`src/rtl/ram_fifo_ctrl.sv`:
```
// FIFO sequencer driving a single-port synchronous RAM: push/pop handshakes become RAM write/read cycles.
// Optional sticky overflow/underflow flags are compiled in when RAM_FIFO_ERR_FLAG_EN is defined.
module ram_fifo_ctrl #(
  parameter int DW     = 4,
  parameter int AW     = 4,
  parameter int RD_LAT = 1
) (
  input  logic          clk,
  input  logic          rst,
  input  logic          wr_en,
  input  logic [DW-1:0] wr_data,
  output logic          wr_ready,
  input  logic          rd_en,
  output logic          rd_ready,
  output logic [DW-1:0] rd_data,
  output logic          rd_valid,
  output logic          full,
  output logic          empty,
  output logic [AW:0]   count,
  output logic [AW-1:0] ram_addr,
  output logic [DW-1:0] ram_datain,
  output logic          ram_read,
  output logic          ram_write,
  input  logic [DW-1:0] ram_dataout
`ifdef RAM_FIFO_ERR_FLAG_EN
  ,
  output logic          ovf_err,
  output logic          udf_err
`endif
);

  typedef enum logic [1:0] {IDLE, WR, RD_ISSUE, RD_WAIT} state_t;

  localparam logic [AW:0] DEPTH = {1'b1, {AW{1'b0}}};

  state_t        state, state_next;
  logic [AW-1:0] wptr, rptr;
  logic [1:0]    lat_cnt;
  logic          push_acc, pop_acc, lat_done;

  assign empty    = (count == '0);
  assign full     = (count == DEPTH);
  assign push_acc = wr_en && wr_ready;
  assign pop_acc  = rd_en && rd_ready;
  assign lat_done = (lat_cnt == 2'(RD_LAT - 1));

  always_ff @(posedge clk) begin
    if (rst) state <= IDLE;
    else     state <= state_next;
  end

  always_comb begin
    state_next = state;
    case (state)
      IDLE:     if (pop_acc) state_next = RD_ISSUE;
                else if (push_acc) state_next = WR;
      WR:       state_next = IDLE;
      RD_ISSUE: state_next = RD_WAIT;
      RD_WAIT:  if (lat_done) state_next = IDLE;
      default:  state_next = IDLE;
    endcase
  end

  // Pop wins over push; handshakes are only offered in IDLE and never during reset.
  always_comb begin
    rd_ready = 1'b0;
    wr_ready = 1'b0;
    if (state == IDLE && !rst) begin
      rd_ready = !empty;
      wr_ready = !full && !(rd_en && !empty);
    end
  end

  // Strobes are registered from the next state, so they are high exactly during WR / RD_ISSUE.
  always_ff @(posedge clk) begin
    if (rst) begin
      wptr       <= '0;
      rptr       <= '0;
      count      <= '0;
      lat_cnt    <= '0;
      ram_read   <= 1'b0;
      ram_write  <= 1'b0;
      ram_addr   <= '0;
      ram_datain <= '0;
      rd_data    <= '0;
      rd_valid   <= 1'b0;
    end else begin
      ram_write <= (state_next == WR);
      ram_read  <= (state_next == RD_ISSUE);
      rd_valid  <= 1'b0;
      if (push_acc) begin
        ram_addr   <= wptr;
        ram_datain <= wr_data;
        count      <= count + 1'b1;
      end
      if (pop_acc) begin
        ram_addr <= rptr;
        count    <= count - 1'b1;
      end
      if (state == WR) wptr <= wptr + 1'b1;
      if (state == RD_ISSUE) begin
        rptr    <= rptr + 1'b1;
        lat_cnt <= '0;
      end
      if (state == RD_WAIT) begin
        lat_cnt <= lat_cnt + 1'b1;
        if (lat_done) begin
          rd_data  <= ram_dataout;
          rd_valid <= 1'b1;
        end
      end
    end
  end

`ifdef RAM_FIFO_ERR_FLAG_EN
  always_ff @(posedge clk) begin
    if (rst) begin
      ovf_err <= 1'b0;
      udf_err <= 1'b0;
    end else begin
      if (wr_en && full)  ovf_err <= 1'b1;
      if (rd_en && empty) udf_err <= 1'b1;
    end
  end
`endif

endmodule

```
`config.mk`:
```
export PLATFORM = sky130hd
export DESIGN_NAME = ram_fifo_ctrl
export DESIGN_NICKNAME = d
export VERILOG_FILES = /design/src/rtl/ram_fifo_ctrl.sv
export SDC_FILE = /design/constraint.sdc
export NUM_CORES = 1
export LEC_CHECK = 0
export CORE_MARGIN = 2
export CORE_UTILIZATION = 52
export CTS_CLUSTER_SIZE = 10
export DETAILED_ROUTE_END_ITERATION = 10
export GPL_TIMING_DRIVEN = 0
export PLACE_DENSITY_LB_ADDON = 0.15
export SYNTH_ARGS = -nofsm -noshare
export SYNTH_HDL_FRONTEND = slang
export SYNTH_SLANG_ARGS = --single-unit
export TNS_END_PERCENT = 100
```
`constraint.sdc`:
```
create_clock -name clk -period 5.1 [get_ports clk]
set_clock_uncertainty 0.2 [all_clocks]
set_input_delay 1.02 -clock clk [delete_from_list [all_inputs] [get_ports clk]]
set_output_delay 1.02 -clock clk [all_outputs]
set_load 0.02 [all_outputs]
```
# Word-level counts from Yosys, hierarchy flattened
# Index checks and enable logic that the tools add are counted.
# classes
reduce_logical,16
eq_ne,6
n_addsub,5
mux,13
bitwise_logic,1
# op_table
operator,count
$mux W2,5
$mux W5,2
$add A4 B1 Y4 const B,2
$mux W4,2
$pmux W2 S4,1
$eq A2 B2 Y1 const B,3
$add A5 B1 Y5 const B,1
$eq A5 B5 Y1 const B,1
$logic_and A1 B1 Y1,5
$logic_not A5 Y1,1
$sub A5 B1 Y5 const B,1
$eq A2 B1 Y1 const B,2
$logic_not A1 Y1,4
$logic_not A2 Y1,2
$reduce_bool A2 Y1,2
$mux W1,3
$add A2 B1 Y2 const B,1
$reduce_and A2 Y1,1
$reduce_or A2 Y1,1
$not A1 Y1,1
# word_totals
register_bits,32
wordCells,52
input_bits,12

# Longest topological paths before layout
# Gate-level depths: netlist of the first run.
# logic_depth
ltp_word,11
ltp_mapped,10
mapped_depth_nobuf,9

# Least setup slack after synthesis of the first run
# Ideal clock, no wire load.
# synth_path
kind,input to register
startpoint,input port rst
endpoint,register count[4]
t_arrival_ns,2.681
required_ns,4.829
n_path_buf,0
path_stages,8
slack_ns,2.148
cell_sequence,nor3_2 -> o211ai_4 -> fa_1 -> nand2b_1 -> a21oi_1 -> xor2_1 -> or3_1 -> a21oi_1
# synth_via
elab_chain_cells,5
elab_cells_between_ends,8
classes_between,mux (3); reduce/logical (5)
# synth_lines
element,line,rtl
start: declaration,9,"input logic rst,"
$logic_not A1 Y1,68,if (state == IDLE && !rst) begin
$logic_and A1 B1 Y1,68,
$mux W1,68,
"$logic_and A1 B1 Y1, on equally long branches","44, 43",
$mux W5 / $reduce_bool A2 Y1 (equally long branches),-,
end signal: assignment,94,count <= count + 1'b1;
end signal: assignment,98,count <= count - 1'b1;
end: declaration,19,"output logic [AW:0] count,"
# Several ways; a longest one is shown, not always the timed one.
# A chain may end at the register's enable or synchronous reset.

# Worst setup path in the final report of the first run
# layout_path
startpoint,input port rst
endpoint,output port wr_ready
# layout_via
elab_chain_cells,3
# layout_lines
element,line,rtl
$logic_not A1 Y1,68,
$logic_and A1 B1 Y1,68,
$mux W1,68,
end: declaration,12,"output logic wr_ready,"
# Every way passes these cells.

==> impl_summary.log, run 1 <==
INFO  metric outcome = finished clean
INFO  metric synth_top_area_share = 43.99%
INFO  metric grt_max_degree = 11
INFO  metric fin_ws = 1173 ps
INFO  metric diodes = 0
INFO  metric rsz0062_at_grt = no
INFO  metric syn2layout_area_growth = 30.76%
INFO  metric post_synth_main_area_contributors = sky130_fd_sc_hd__dfxtp_1 (44%), sky130_fd_sc_hd__mux2i_1 (9.6%), sky130_fd_sc_hd__nor2_1 (7.0%), sky130_fd_sc_hd__ha_1 (5.2%), sky130_fd_sc_hd__a211oi_2 (4.3%)
INFO  metric slew_headroom = 59.55%
INFO  metric synth-compound-area-share = 12.20%
INFO  metric gr-usage-all-layers = 21.08%
INFO  metric max_slew.worst_pin.slew = 606.8 ps
INFO  metric crit_path_cell_trace = clkdlybuf4s50_1 > nor3_2 > o211a_1 > clkdlybuf4s50_1
INFO  metric grt_pass1_wl = 5.188 mm
INFO  metric first_pass_iters = 4
INFO  metric worst-path-max-fanout = 5
INFO  metric clock_sink_count = 32
INFO  metric finalCriticalPeriod = 3927 ps
INFO  metric cpLargestDelayFamily = buffers and inverters
INFO  metric drive_above_1_share = 10.31%
INFO  metric drv_slew = 0
INFO  metric grt_pass1_vias = 1171
INFO  metric worst-endpoint-required = 3880 ps
INFO  metric postSynthAreaPerCell = 9.645 sq um
INFO  metric gp_routability_congestion = 0.8102
INFO  metric clock.fmax = 254.7 MHz
INFO  metric final_design_area_no_fill = 1904 sq um
INFO  metric p_leak = 0.8037 nW
INFO  metric edff_count_synth = 0
INFO  metric power.ir.vdd_worst = 0.2395 mV
INFO  metric die_width = 56.92 microns
INFO  metric fin_nets = 212
INFO  metric hold_bufs_at_cts = 0
INFO  metric grt_antenna_before_repair = 0
INFO  metric vias_per_inst = 5.196
INFO  metric finalHoldWorstSlack = 286.6 ps
INFO  metric syn_inst = 151
INFO  metric final.setup.tns = 0 ps
INFO  metric ioPinCount = 36
INFO  metric count_of_different_cell_masters_after_synthesis = 31
INFO  metric post_syn_area = 1456 sq um
INFO  metric tritoncts = yes
INFO  metric setup_viol = 0
INFO  metric synth.yosys.warnings = 0
INFO  metric detailed_place_hpwl = 2.221 mm
INFO  metric crit_top_cell = sky130_fd_sc_hd__clkdlybuf4s50_1
INFO  metric postSynth.asyncResetShare = 0%
INFO  metric power_per_cell_area = 310.6 nW/um^2
INFO  metric finalPower = 0.5914 mW
INFO  metric clock_pin_slew_reported_for_the_worst_setup_and_hold_paths_after_clock_tree_synthesis = 80 ps
INFO  metric clk_latency = 330 ps
INFO  metric drt-total-wl = 2.949 mm
INFO  metric worstPathBufferInverterCount = 2
INFO  metric floorplan.rows = 19
INFO  metric synth.ff_latch_count = 32
INFO  metric synth-xor-area-share = 5.412%
INFO  metric post-route-period-util = 77.00%
INFO  metric crit_path_top_delay_cell = sky130_fd_sc_hd__clkdlybuf4s50_1
INFO  metric core-area = 2710 sq um
INFO  metric yosys.area_share.simple = 17.10%
INFO  metric route.antenna.remaining_nets = 0
INFO  metric dpl_worst_slack = 1192 ps
INFO  metric fp.dieArea = 3240 sq um
INFO  metric timing.critical_path.to_type = output port
INFO  metric hold_viol_final = 0
INFO  metric timing_worst_setup_path_type = in2out
INFO  metric dieHeight = 56.92 microns
INFO  metric ctsHtreeMaxLevel = 2
INFO  metric postCtsSetupBuffers = 0
INFO  metric via_count = 1169
INFO  metric initial_utilization = 53.74%
INFO  metric clock_root_cell = sky130_fd_sc_hd__clkbuf_4
INFO  metric port-buffer-count = 35
INFO  metric regToRegSetupSlack = 2120 ps
INFO  metric routed_wire_length_per_instance = 13.11 microns
INFO  metric critical-path-max-stage-delay = 600 ps
INFO  metric synth_top_family_by_area = simple AND/OR/NAND/NOR gates
INFO  metric hold_path_class = reg2reg
INFO  metric post_cts_resized = 0
INFO  metric post-synth-top-area-cell = sky130_fd_sc_hd__dfxtp_1
INFO  metric cts.path.max_buffers = 2
INFO  metric dominant_synthesized_flop_cell = sky130_fd_sc_hd__dfxtp_1
INFO  metric cts_buffers = 5
INFO  metric count_of_unresolved_drc_violations_after_routing = 0
INFO  metric synth_fp_nets = 170
INFO  metric drt_iter0_markers = 26
INFO  metric cp_data_arrival_time = 2710 ps
INFO  metric postPlaceCellArea = 1846 sq um
INFO  metric seq_area_frac_synth = 43.99%
INFO  metric max_cap_viol_count = 0
INFO  metric synth_mux_area_share = 10.40%
INFO  metric grt-ovfl-total = 0
INFO  metric yosys.area_share.adder = 6.529%
INFO  metric critical_path.startpoint_type = input port
flip-flops by register name (all words and copies together), names as in the netlist, 2 cells and up:
signal,count
rptr,4
ram_datain,4
wptr,4
count,5
lat_cnt,2
ram_addr,4
state,2
rd_data,4
cell type report:
type                    instances  area, sq um
multi-input cells             104        752.0
plain buffers                   6        30.03
clock buffers                   8        58.81
repair buffers                 35        350.3
flip-flops and latches         32        640.6
well taps                      31        38.79
inverters                       9        33.78
fillers                       222        805.8
placed cells by master (no fill, tap or decap), types with 2 or more instances in the layout:
| cell | n |
|---|---|
| sky130_fd_sc_hd__clkdlybuf4s50_1 | 35 |
| sky130_fd_sc_hd__dfxtp_1 | 32 |
| sky130_fd_sc_hd__nor2_1 | 27 |
| sky130_fd_sc_hd__mux2i_1 | 14 |
| sky130_fd_sc_hd__inv_1 | 9 |
| sky130_fd_sc_hd__nand2_1 | 9 |
| sky130_fd_sc_hd__a21oi_1 | 8 |
| sky130_fd_sc_hd__clkbuf_1 | 6 |
| sky130_fd_sc_hd__ha_1 | 6 |
| sky130_fd_sc_hd__xor2_1 | 5 |
| sky130_fd_sc_hd__a211oi_2 | 5 |
| sky130_fd_sc_hd__clkbuf_4 | 5 |
| sky130_fd_sc_hd__xnor2_1 | 4 |
| sky130_fd_sc_hd__nor2b_1 | 3 |
| sky130_fd_sc_hd__nand3_1 | 3 |
| sky130_fd_sc_hd__nand2b_1 | 3 |
| sky130_fd_sc_hd__or3_1 | 2 |
| sky130_fd_sc_hd__nand4_1 | 2 |
through the flow:
stage / util [%] / cells
floorplan: - / 151
finish: 70.27 / 225
global placement: 68.10 / 217
global route: 70.27 / 225
detailed placement: 68.10 / 217
CTS: 70.27 / 225
report_power, final:
group	leakage, nW	switching (mW)	internal [mW]
Combinational	0.511	0.0867	0.0785
Sequential	0.260	0.0122	0.266
Clock	0.0326	0.0803	0.0680
Total	0.804	0.179	0.412
cells by family after synthesis:
kind of cell	after synthesis
and+or+nand+nor	53
DFF	32
muxes	15
buffers and inverters	15
adders and majority gates	7
AOI/OAI and AO/OA	20
xor gates and xnor gates	9
tightest hold or removal path, stage by stage (launching register included):
cell and delay (ps):
sky130_fd_sc_hd__dfxtp_1 320, sky130_fd_sc_hd__nand2b_1 70, sky130_fd_sc_hd__a21oi_1 60
Yosys cell counts (2+ instances only):
master                     instances
sky130_fd_sc_hd__nand4_1           2
sky130_fd_sc_hd__a211oi_2          5
sky130_fd_sc_hd__inv_1             9
sky130_fd_sc_hd__xor2_1            5
sky130_fd_sc_hd__xnor2_1           4
sky130_fd_sc_hd__nand2_1           9
sky130_fd_sc_hd__nor2b_1           3
sky130_fd_sc_hd__a21oi_1           8
sky130_fd_sc_hd__nand2b_1          3
sky130_fd_sc_hd__clkbuf_1          4
sky130_fd_sc_hd__nor2_1           27
sky130_fd_sc_hd__or3_1             2
sky130_fd_sc_hd__mux2i_1          14
sky130_fd_sc_hd__dfxtp_1          32
sky130_fd_sc_hd__ha_1              6
sky130_fd_sc_hd__nand3_1           3
worst paths after layout:
check	from	end	cells past startpoint
hold reg to reg	lat_cnt[1]$_SDFFE_PP0P_	lat_cnt[1]$_SDFFE_PP0P_	2
hold / removal	lat_cnt[1]$_SDFFE_PP0P_	lat_cnt[1]$_SDFFE_PP0P_	2
setup reg to reg	count[0]$_SDFFE_PP0P_	count[4]$_SDFFE_PP0P_	9
setup / recovery	rst	wr_ready	4
per-layer routing:
metal  up-vias  track usage [%]  wire length, microns
li1        598                -                     -
met2        26            35.96                  1488
met4         0            8.970                    55
met1       539            24.49                  1278
met5         -                0                     0
met3         6            6.221                   127
No activity file was read; power rests on OpenSTA's default activity.
==> run 2: changes to the inputs <==
--- a/config.mk
+++ b/config.mk
@@ -6,7 +6,7 @@
 export NUM_CORES = 1
 export LEC_CHECK = 0
 export CORE_MARGIN = 2
-export CORE_UTILIZATION = 52
+export CORE_UTILIZATION = 43
 export CTS_CLUSTER_SIZE = 10
 export DETAILED_ROUTE_END_ITERATION = 10
 export GPL_TIMING_DRIVEN = 0
==> constraint.sdc (replaced) <==
create_clock -name clk -period 3.4 [get_ports clk]
set_clock_uncertainty 0.2 [all_clocks]
set_input_delay 0.68 -clock clk [delete_from_list [all_inputs] [get_ports clk]]
set_output_delay 0.68 -clock clk [all_outputs]
set_load 0.02 [all_outputs]
==> run 2 against run 1 <==
Net effect:
- critical path depth unchanged
- clock power up 57%
- clock-buffer cell count is 1 lower
- hold slack better by 2.5 ps
- die area is 19% higher
- register-to-register slack got worse by 1600 ps
- wire length decreased by 4.5%
- largest cell class unchanged
==> impl_summary.log, run 2 (synthesis gave the netlist of run 1 again) <==
INFO  metric ctsHtreeMaxLevel = 2
INFO  metric dieHeight = 62.20 microns
INFO  metric final_cell_mix = sky130_fd_sc_hd__clkdlybuf4s50_1 (35), sky130_fd_sc_hd__dfxtp_1 (32), sky130_fd_sc_hd__nor2_1 (27)
INFO  metric whs_endpoint = lat_cnt[1]$_SDFFE_PP0P_
INFO  metric finalCriticalPeriod = 3231 ps
INFO  metric fin_ws = 169.0 ps
INFO  metric hold_path_class = reg2reg
INFO  metric num-fill-cells = 312
INFO  metric hold_bufs_at_cts = 0
INFO  metric r2r_end = count[4]$_SDFFE_PP0P_
INFO  metric p_comb_share = 27.4%
INFO  metric cts_buffers = 5
INFO  metric post_cts_resized = 0
INFO  metric diodes = 0
INFO  metric grt_pass1_wl = 5.340 mm
INFO  metric hold_viol_final = 0
INFO  metric route.antenna.remaining_nets = 0
INFO  metric drt-total-wl = 2.817 mm
INFO  metric outcome = finished clean
INFO  metric timing.critical_path.to_type = output port
INFO  metric timing_worst_setup_path_type = in2out
INFO  metric beginning_of_the_worst_hold_path = lat_cnt[1]$_SDFFE_PP0P_
INFO  metric clock_sink_count = 32
INFO  metric worst-endpoint-required = 2520 ps
INFO  metric max_slew.worst_pin.slew = 581.0 ps
INFO  metric fin_nets = 212
INFO  metric cp_data_arrival_time = 2350 ps
INFO  metric largest_reg_flops = 5
INFO  metric swShare = 29.11%
INFO  metric power.ir.vdd_worst = 0.2737 mV
INFO  metric worstSetupStartpoint = rst
INFO  metric layout.core_utilization = 58.74%
INFO  metric wl_met1 = 1.228 mm
INFO  metric cts.path.max_buffers = 2
INFO  metric rr_worst_depth = 9
INFO  metric vias_per_inst = 4.862
INFO  metric switching_power = 0.2602 mW
INFO  metric detailroute.wirelength.met2 = 1.421 mm
INFO  metric syn2layout_area_growth = 32.47%
INFO  metric pwr-share-clk = 25.9%
INFO  metric tritoncts = yes
INFO  metric clock.fmax = 309.5 MHz
INFO  metric clk_latency = 320 ps
INFO  metric floorplan.rows = 21
INFO  metric crit-reg2reg-launch = count[0]$_SDFFE_PP0P_
INFO  metric internal_power = 0.6336 mW
INFO  metric slew_headroom = 61.26%
INFO  metric routed_wire_length_per_instance = 11.79 microns
INFO  metric dpl_worst_slack = 55.44 ps
INFO  metric highest-signal-layer = met4
INFO  metric drt_iter0_markers = 29
INFO  metric die_width = 62.20 microns
INFO  metric power_per_cell_area = 463.3 nW/um^2
INFO  metric max_cap_viol_count = 0
INFO  metric gr-usage-all-layers = 17.25%
INFO  metric regToRegSetupSlack = 510 ps
INFO  metric critical_path.startpoint_type = input port
INFO  metric cell_count_after_placement = 232
INFO  metric via_count = 1162
INFO  metric max_flop_register = count
INFO  metric grt_pass1_vias = 1259
INFO  metric min_path_cells = 2
INFO  metric drive_above_1_share = 10.88%
INFO  metric clock_pin_slew_reported_for_the_worst_setup_and_hold_paths_after_clock_tree_synthesis = 90 ps
INFO  metric rsz0062_at_grt = no
INFO  metric p_leak = 0.8085 nW
INFO  metric count_of_unresolved_drc_violations_after_routing = 0
INFO  metric core-area = 3284 sq um
INFO  metric clock_root_cell = sky130_fd_sc_hd__clkbuf_4
INFO  metric met3WireLength = 114 microns
INFO  metric worst-path-max-fanout = 5
INFO  metric gp_routability_congestion = 0.7796
INFO  metric grt_antenna_before_repair = 0
INFO  metric drv_slew = 0
INFO  metric initial_utilization = 44.34%
INFO  metric post-route-period-util = 95.03%
INFO  metric layout.cells.most_common = sky130_fd_sc_hd__clkdlybuf4s50_1
INFO  metric ioPinCount = 36
INFO  metric grt-ovfl-total = 0
INFO  metric final.setup.tns = 0 ps
INFO  metric setup_viol = 0
INFO  metric port-buffer-count = 35
INFO  metric sequentialPowerShare = 46.7%
INFO  metric grt_max_degree = 11
INFO  metric fp.dieArea = 3868 sq um
INFO  metric finalNonFillerCells = 239
INFO  metric detailed_place_hpwl = 2.226 mm
INFO  metric first_pass_iters = 4
INFO  metric postCtsSetupBuffers = 0
==> run 2: through the flow <==
stage          power [mW]  area, sq um  hold WS (ps)
2_1_floorplan      0.5804         1456         246.3
3_3_place_gp       0.6669         1864         254.6
3_5_place_dp       0.6735         1864         283.3
4_1_cts            0.9067         1929         295.8
5_1_grt            0.9512         1929         331.3
6_report           0.8939         1929         289.1
==> run 2: cell type report <==
class | instances | area, sq um | share of cell area, %
clock buffer | 7 | 65.06 | 3.372
inverter | 9 | 33.78 | 1.751
tap | 46 | 57.56 | 2.983
sequential | 32 | 640.6 | 33.20
multi-input combinational | 104 | 752.0 | 38.98
timing repair buffer | 35 | 350.3 | 18.16
buffer | 6 | 30.03 | 1.556
==> run 2: worst max path at each step <==
stage	to	slack (ps)
floorplan	count[4]$_SDFFE_PP0P_	680
global route	wr_ready	40
finish	wr_ready	170
detailed placement	count[4]$_SDFFE_PP0P_	60
global placement	count[4]$_SDFFE_PP0P_	70
CTS	wr_ready	150
==> run 2: per-layer routing <==
metal	GRT usage [%]	up-vias
met5	0	-
met4	7.500	0
met3	4.167	6
met2	31.79	26
met1	18.69	533
li1	-	597
==> run 2: critical path, cell delays in order <==
cell and delay (ps):
sky130_fd_sc_hd__clkdlybuf4s50_1 470, sky130_fd_sc_hd__nor3_2 360, sky130_fd_sc_hd__o211a_1 240, sky130_fd_sc_hd__clkdlybuf4s50_1 600
==> run 2: power groups by stage <==
| stage | Clock, mW | Sequential, mW | Combinational [mW] |
|---|---|---|---|
| 2_1_floorplan | 0 | 0.446 | 0.134 |
| 3_3_place_gp | 0 | 0.425 | 0.241 |
| 3_5_place_dp | 0 | 0.427 | 0.247 |
| 4_1_cts | 0.241 | 0.418 | 0.248 |
| 5_1_grt | 0.262 | 0.421 | 0.268 |
| 6_report | 0.232 | 0.418 | 0.244 |
